**src/rtl/mux_sel_arbiter.sv**
```systemverilog
// mux_sel_arbiter
// Two-source round-robin arbiter with burst hold. It sits in front of a 2:1
// mux, drives the mux select and captures the mux output into a registered
// valid/ready output stage. A source keeps the grant for up to BURST
// transfers while the other source is waiting. A source that is alone keeps
// streaming without limit.

module mux_sel_arbiter #(
  parameter int WIDTH = 9,
  parameter int BURST = 4
) (
  input  logic             clk,
  input  logic             rst_n,
  input  logic             a_valid,
  output logic             a_ready,
  input  logic             b_valid,
  output logic             b_ready,
  output logic             sel,
  input  logic [WIDTH-1:0] mux_out,
  output logic [WIDTH-1:0] out_data,
  output logic             out_valid,
  input  logic             out_ready,
  output logic             busy
);

  typedef enum logic [1:0] {
    IDLE    = 2'd0,
    GRANT_A = 2'd1,
    GRANT_B = 2'd2
  } state_e;

  // Counter value at which the active source must give way to a waiting peer.
  localparam logic [3:0] LAST_BEAT = 4'(BURST - 1);

  state_e           state_q, state_d;
  logic             sel_q, sel_d;
  logic             lastGrantB_q, lastGrantB_d;
  logic [3:0]       burstCnt_q, burstCnt_d;
  logic             outValid_q, outValid_d;
  logic [WIDTH-1:0] outData_q, outData_d;

  logic space;
  logic xferA, xferB;
  logic grantA, grantB;

  // The output register can take a word when it is empty or being drained.
  // Ready depends only on state and on the output stage, never on the
  // incoming valids, so the two sources cannot form a combinational loop
  // through the arbiter.
  always_comb begin
    space   = !outValid_q || out_ready;
    a_ready = (state_q == GRANT_A) && space;
    b_ready = (state_q == GRANT_B) && space;
    xferA   = a_valid && a_ready;
    xferB   = b_valid && b_ready;
  end

  // Next-state logic for the grant FSM. grantA and grantB request entry into a
  // grant state. Every entry sets sel, records the winner for round-robin and
  // clears the burst counter. Because sel is registered, mux_out stays stable
  // for the whole grant.
  always_comb begin
    state_d      = state_q;
    sel_d        = sel_q;
    lastGrantB_d = lastGrantB_q;
    burstCnt_d   = burstCnt_q;
    grantA       = 1'b0;
    grantB       = 1'b0;

    case (state_q)
      IDLE: begin
        grantA = a_valid && (!b_valid || lastGrantB_q);
        grantB = b_valid && (!a_valid || !lastGrantB_q);
      end
      GRANT_A: begin
        if ((xferA && (burstCnt_q == LAST_BEAT) && b_valid) || (!a_valid && b_valid)) begin
          grantB = 1'b1;
        end else if (!a_valid) begin
          state_d    = IDLE;
          burstCnt_d = 4'd0;
        end else if (xferA && (burstCnt_q != LAST_BEAT)) begin
          burstCnt_d = burstCnt_q + 4'd1;
        end
      end
      GRANT_B: begin
        if ((xferB && (burstCnt_q == LAST_BEAT) && a_valid) || (!b_valid && a_valid)) begin
          grantA = 1'b1;
        end else if (!b_valid) begin
          state_d    = IDLE;
          burstCnt_d = 4'd0;
        end else if (xferB && (burstCnt_q != LAST_BEAT)) begin
          burstCnt_d = burstCnt_q + 4'd1;
        end
      end
      default: begin
        state_d    = IDLE;
        burstCnt_d = 4'd0;
      end
    endcase

    if (grantA) begin
      state_d      = GRANT_A;
      sel_d        = 1'b0;
      lastGrantB_d = 1'b0;
      burstCnt_d   = 4'd0;
    end else if (grantB) begin
      state_d      = GRANT_B;
      sel_d        = 1'b1;
      lastGrantB_d = 1'b1;
      burstCnt_d   = 4'd0;
    end
  end

  // The output stage loads the mux word on any accepted transfer. Otherwise it
  // empties once the consumer takes the word. The data is left untouched
  // until a new word replaces it.
  always_comb begin
    outValid_d = outValid_q;
    outData_d  = outData_q;
    if (xferA || xferB) begin
      outValid_d = 1'b1;
      outData_d  = mux_out;
    end else if (out_ready) begin
      outValid_d = 1'b0;
    end
  end

  // State and output registers. Reset clears any in-flight word at once.
  // lastGrantB resets to 1 so that A wins the first tie.
  always_ff @(posedge clk or negedge rst_n) begin
    if (!rst_n) begin
      state_q      <= IDLE;
      sel_q        <= 1'b0;
      lastGrantB_q <= 1'b1;
      burstCnt_q   <= 4'd0;
      outValid_q   <= 1'b0;
      outData_q    <= '0;
    end else begin
      state_q      <= state_d;
      sel_q        <= sel_d;
      lastGrantB_q <= lastGrantB_d;
      burstCnt_q   <= burstCnt_d;
      outValid_q   <= outValid_d;
      outData_q    <= outData_d;
    end
  end

  assign sel       = sel_q;
  assign out_valid = outValid_q;
  assign out_data  = outData_q;
  assign busy      = (state_q != IDLE);

endmodule

```
**config.mk**
```make
export PLATFORM = sky130hd
export DESIGN_NAME = mux_sel_arbiter
export DESIGN_NICKNAME = d
export VERILOG_FILES = /design/src/rtl/mux_sel_arbiter.sv
export SDC_FILE = /design/constraint.sdc
export NUM_CORES = 1
export LEC_CHECK = 0
export CAP_MARGIN = 40
export CORE_MARGIN = 5
export CORE_UTILIZATION = 60
export CTS_BUF_LIST = sky130_fd_sc_hd__clkbuf_8
export DETAILED_ROUTE_END_ITERATION = 12
export DONT_BUFFER_PORTS = 1
export PLACE_DENSITY = 0.76
export SLEW_MARGIN = 20
export SYNTH_ARGS = -nofsm -noshare
export SYNTH_HDL_FRONTEND = slang
export SYNTH_SLANG_ARGS = --single-unit
```
**constraint.sdc**
```tcl
create_clock -name clk -period 2.62 [get_ports clk]
set_input_delay 0.262 -clock clk [delete_from_list [all_inputs] [get_ports clk]]
set_output_delay 0.262 -clock clk [all_outputs]
set_load 0.1 [all_outputs]
```
==> out/results.txt <==
Across all hold checks on the routed design, the worst slack comes to 0.160 ns. In this run the remaining antenna-violating nets after routing total 0. The maximum fanout along the worst path works out to 10.

For the sequential cell area fraction in the yosys report, the log shows 45.4%. The routed layout has 880 vias. The tools report the final number of max-transition violations as 0. The startpoint identified for the worst hold timing path is mux_out[2].

At the end of the flow the core is filled with cells to 87.0%. Synthesis produced a netlist with a net count of 106. Data arrives at the worst endpoint at 2.21 ns.

For this block, the routed nets add up to 2.75 mm of wire. In this run the count of I/O pins placed on the die edge is 28. The number of diodes added for antenna fixing came out at 0. The slowest stage of the critical path is the dfrtp_1 cell.

Clock tree synthesis inserted a total of 3 buffers. The run finished with clean final reports. The global-route wire length before repair was 3.26 mm; the share of synthesized flip-flops with an asynchronous set or reset was 100%. The setup violation total in the final timing report was 0; the count of state elements after synthesis was 18.

The H-tree level count came out at 1. The synthesized cell area is 996 µm². The worst setup path is captured at a flop. The tools report the starting density of the core as 64.6%. For the setup TNS, the log shows 0 ns.

Synthesis instantiated 38 different standard cells from the library. Entering global routing, the biggest net connects 19 pins. The run gives 0 as the count of final hold-check violations.

Worst hold-check path type: primary input to flop. During placement, the flow inserted port buffers numbering 0. The finished cells cover 1340 µm².

The remaining routing DRC violations came out at 0. Destination of the worst hold path: out_data[2]. For this run, the number of Yosys warnings is 0. Setup repair after global routing left no endpoint under its margin. The count of buffering cells on the critical path with inverters included is 1, and the via count normalized by instance count is 6.77. Across all register-to-register paths, the minimum setup slack is 0.58 ns. The number of synthesized flops with an enable pin is 0. Origin of the critical flop-to-flop path: state_q[1]. Dividing the final minimum period by the clock period gives 78.0%. The peak per-stage delay on the critical path works out to 0.41 ns.

The area overhead of the layout relative to synthesis was 34.7%; the number of antenna violations at the first check in global routing was 0. Yosys attributes the largest share of cell area to dfrtp_1 43%, mux2_2 10%, ha_1 5.0%, nand2_1 3.4%, dfstp_2 2.6%. The number of violations of the max-capacitance limit is 0, and the core area is 1540 µm². The routed length per instance was 21.1 µm; the total number of clock tree sinks was 18. Sorting the synthesized cells by how often they occur yields 17 x dfrtp_1, 9 x mux2_2, 9 x nand2_1.

The most used flip-flop cell after synthesis is dfrtp_1. The mean instance size in the synthesized netlist was 11.3 µm². The tools report the CTS root buffer as clkbuf_8. The signal on the critical path passes through inv_1, ha_1, nor2b_1, a311oi_2, o221a_2, nand2_1, a21boi_1.

Data on the critical path is required at its endpoint by 2.79 ns. The via count of the first global-routing pass is 726, and the worst-case clock skew is 0.00571 ns. The startpoint type of the worst setup path was a flop.

The ratio of cells with drive above 1 in the final layout was 28.9%; the maximum clock frequency was 0.489 GHz. The die covers 2570 µm². At the pin with the least slew margin, the transition time is 0.897 ns. The standard cell area after detailed placement is 1070 µm².

The die is 50.7 µm tall. Buffers added to address setup during post-CTS repair amount to 0. In the post-synthesis netlist, the cell with the most instances is dfrtp_1. The clock transition at the registers of the reported paths is 0.07 ns, and the synthesized instance count is 88. The first detailed-routing pass ran for 4 iterations. The tools report the remaining global-route overflow as 0.

The capture instance of the worst register-to-register path is burstCnt_q[1]. The die width was 50.7 µm. The critical path is of the flop to flop type. After the first detailed-routing iteration, the DRC count stood at 34.

For the worst flop-to-flop path, the logic depth is 7. The share of synthesized area in the top cell type comes to 42.7%. The run gives 0.25 ns as the worst-skew pair later-pin latency. At the end of routability-driven placement, the weighted congestion stood at 0.864. Detailed placement ended at an HPWL of 1.43 mm.

The standard-cell row count is 14. Once the clock tree was built, the resizer swapped 0 gates to a different size. The worst path in the final design needs a cycle of 2.04 ns, including I/O delays and setup. The largest total area in the synthesized netlist belongs to dfrtp_1. In this design, the largest share of critical-path delay is due to compound AO/OA/AOI/OAI gates.

The worst pin sits at a relative slew slack of 40.2%. TritonCTS built the clock tree. The clock tree buffer depth is 2.

Global routing used 16.0% of the available tracks across all layers. The number of cells on the worst hold path was 1. At the end of the flow, the number of nets in the layout was 133.
cells in the final DEF (no fill, tap or decap), types with 2 or more instances in the layout:
| master | n |
|---|---|
| dfrtp_1 | 17 |
| mux2_2 | 9 |
| nand2_1 | 9 |
| clkbuf_1 | 9 |
| buf_16 | 7 |
| inv_1 | 4 |
| nor2b_1 | 4 |
| nand2b_1 | 4 |
| ha_1 | 4 |
| buf_4 | 4 |
| a22oi_1 | 3 |
| a31oi_1 | 3 |
| clkbuf_8 | 3 |
| and2_1 | 2 |
| nand3_1 | 2 |
| o21a_1 | 2 |
worst max-delay path by stage:
| stage | slack (ns) | cells past startpoint | to | from |
|---|---|---|---|---|
| 2_1_floorplan | 0.13 | 5 | burstCnt_q[0] | out_valid |
| 3_3_place_gp | 0.70 | 7 | burstCnt_q[3] | state_q[1] |
| 3_5_place_dp | 0.70 | 7 | burstCnt_q[3] | state_q[1] |
| 4_1_cts | 0.70 | 7 | burstCnt_q[3] | state_q[1] |
| 5_1_grt | 0.45 | 7 | burstCnt_q[1] | state_q[1] |
| 6_report | 0.58 | 7 | burstCnt_q[1] | state_q[1] |
flip-flops by register name, indices dropped and copies added (netlist names):
signal / cells
out_data: 9
sel: 1
out_valid: 1
state_q: 2
burstCnt_q: 4
lastGrantB_q: 1
through the flow:
step | instances | setup WS [ns]
after global routing | 130 | 0.452
after floorplan | 88 | 0.127
after detailed placement | 109 | 0.698
after global placement | 107 | 0.699
after CTS | 114 | 0.699
final | 130 | 0.577
timing repair:
item / 4_1_cts / 5_1_grt
endpoints found under the setup margin: 0 / 0
hold buffers: 1 / 0
hold endpoints to repair: 18 / 0
routing by layer:
metal	global-route usage, %	vias to the layer above	wire [µm]
met2	23.6	53	1320
met5	0	-	0
met4	5.11	0	81
met3	5.03	14	255
met1	22.3	436	1090
li1	-	377	-
worst register-to-register path, cell delays in order, from the launching register on:
cell	delay, ns
dfrtp_1	0.41
inv_1	0.08
ha_1	0.31
nor2b_1	0.20
a311oi_2	0.38
o221a_2	0.33
nand2_1	0.08
a21boi_1	0.18
area by class of cell:
cell class                 count  area, µm²
inverter                       3       11.3
timing repair buffer          23        285
multi-input combinational     66        528
clock buffer                   3       41.3
fill                          78        200
clock inverter                 1       3.75
sequential                    18        452
tap                           16       20.0
cell families (layout without fill, tap and decap cells):
logic type / count (synthesis) / after routing / share of synthesized area [%]
AOI/OAI and AO/OA: 23 / 23 / 18.5
adders and majority gates: 4 / 4 / 5.03
buffers and inverters: 4 / 30 / 1.63
DFF: 18 / 18 / 45.4
muxes: 9 / 9 / 10.2
and+or+nand+nor: 30 / 30 / 19.3
Power is left out: the tool's default activity adds up to more than one toggle a clock period on the data nets, which glitch-free logic cannot reach.
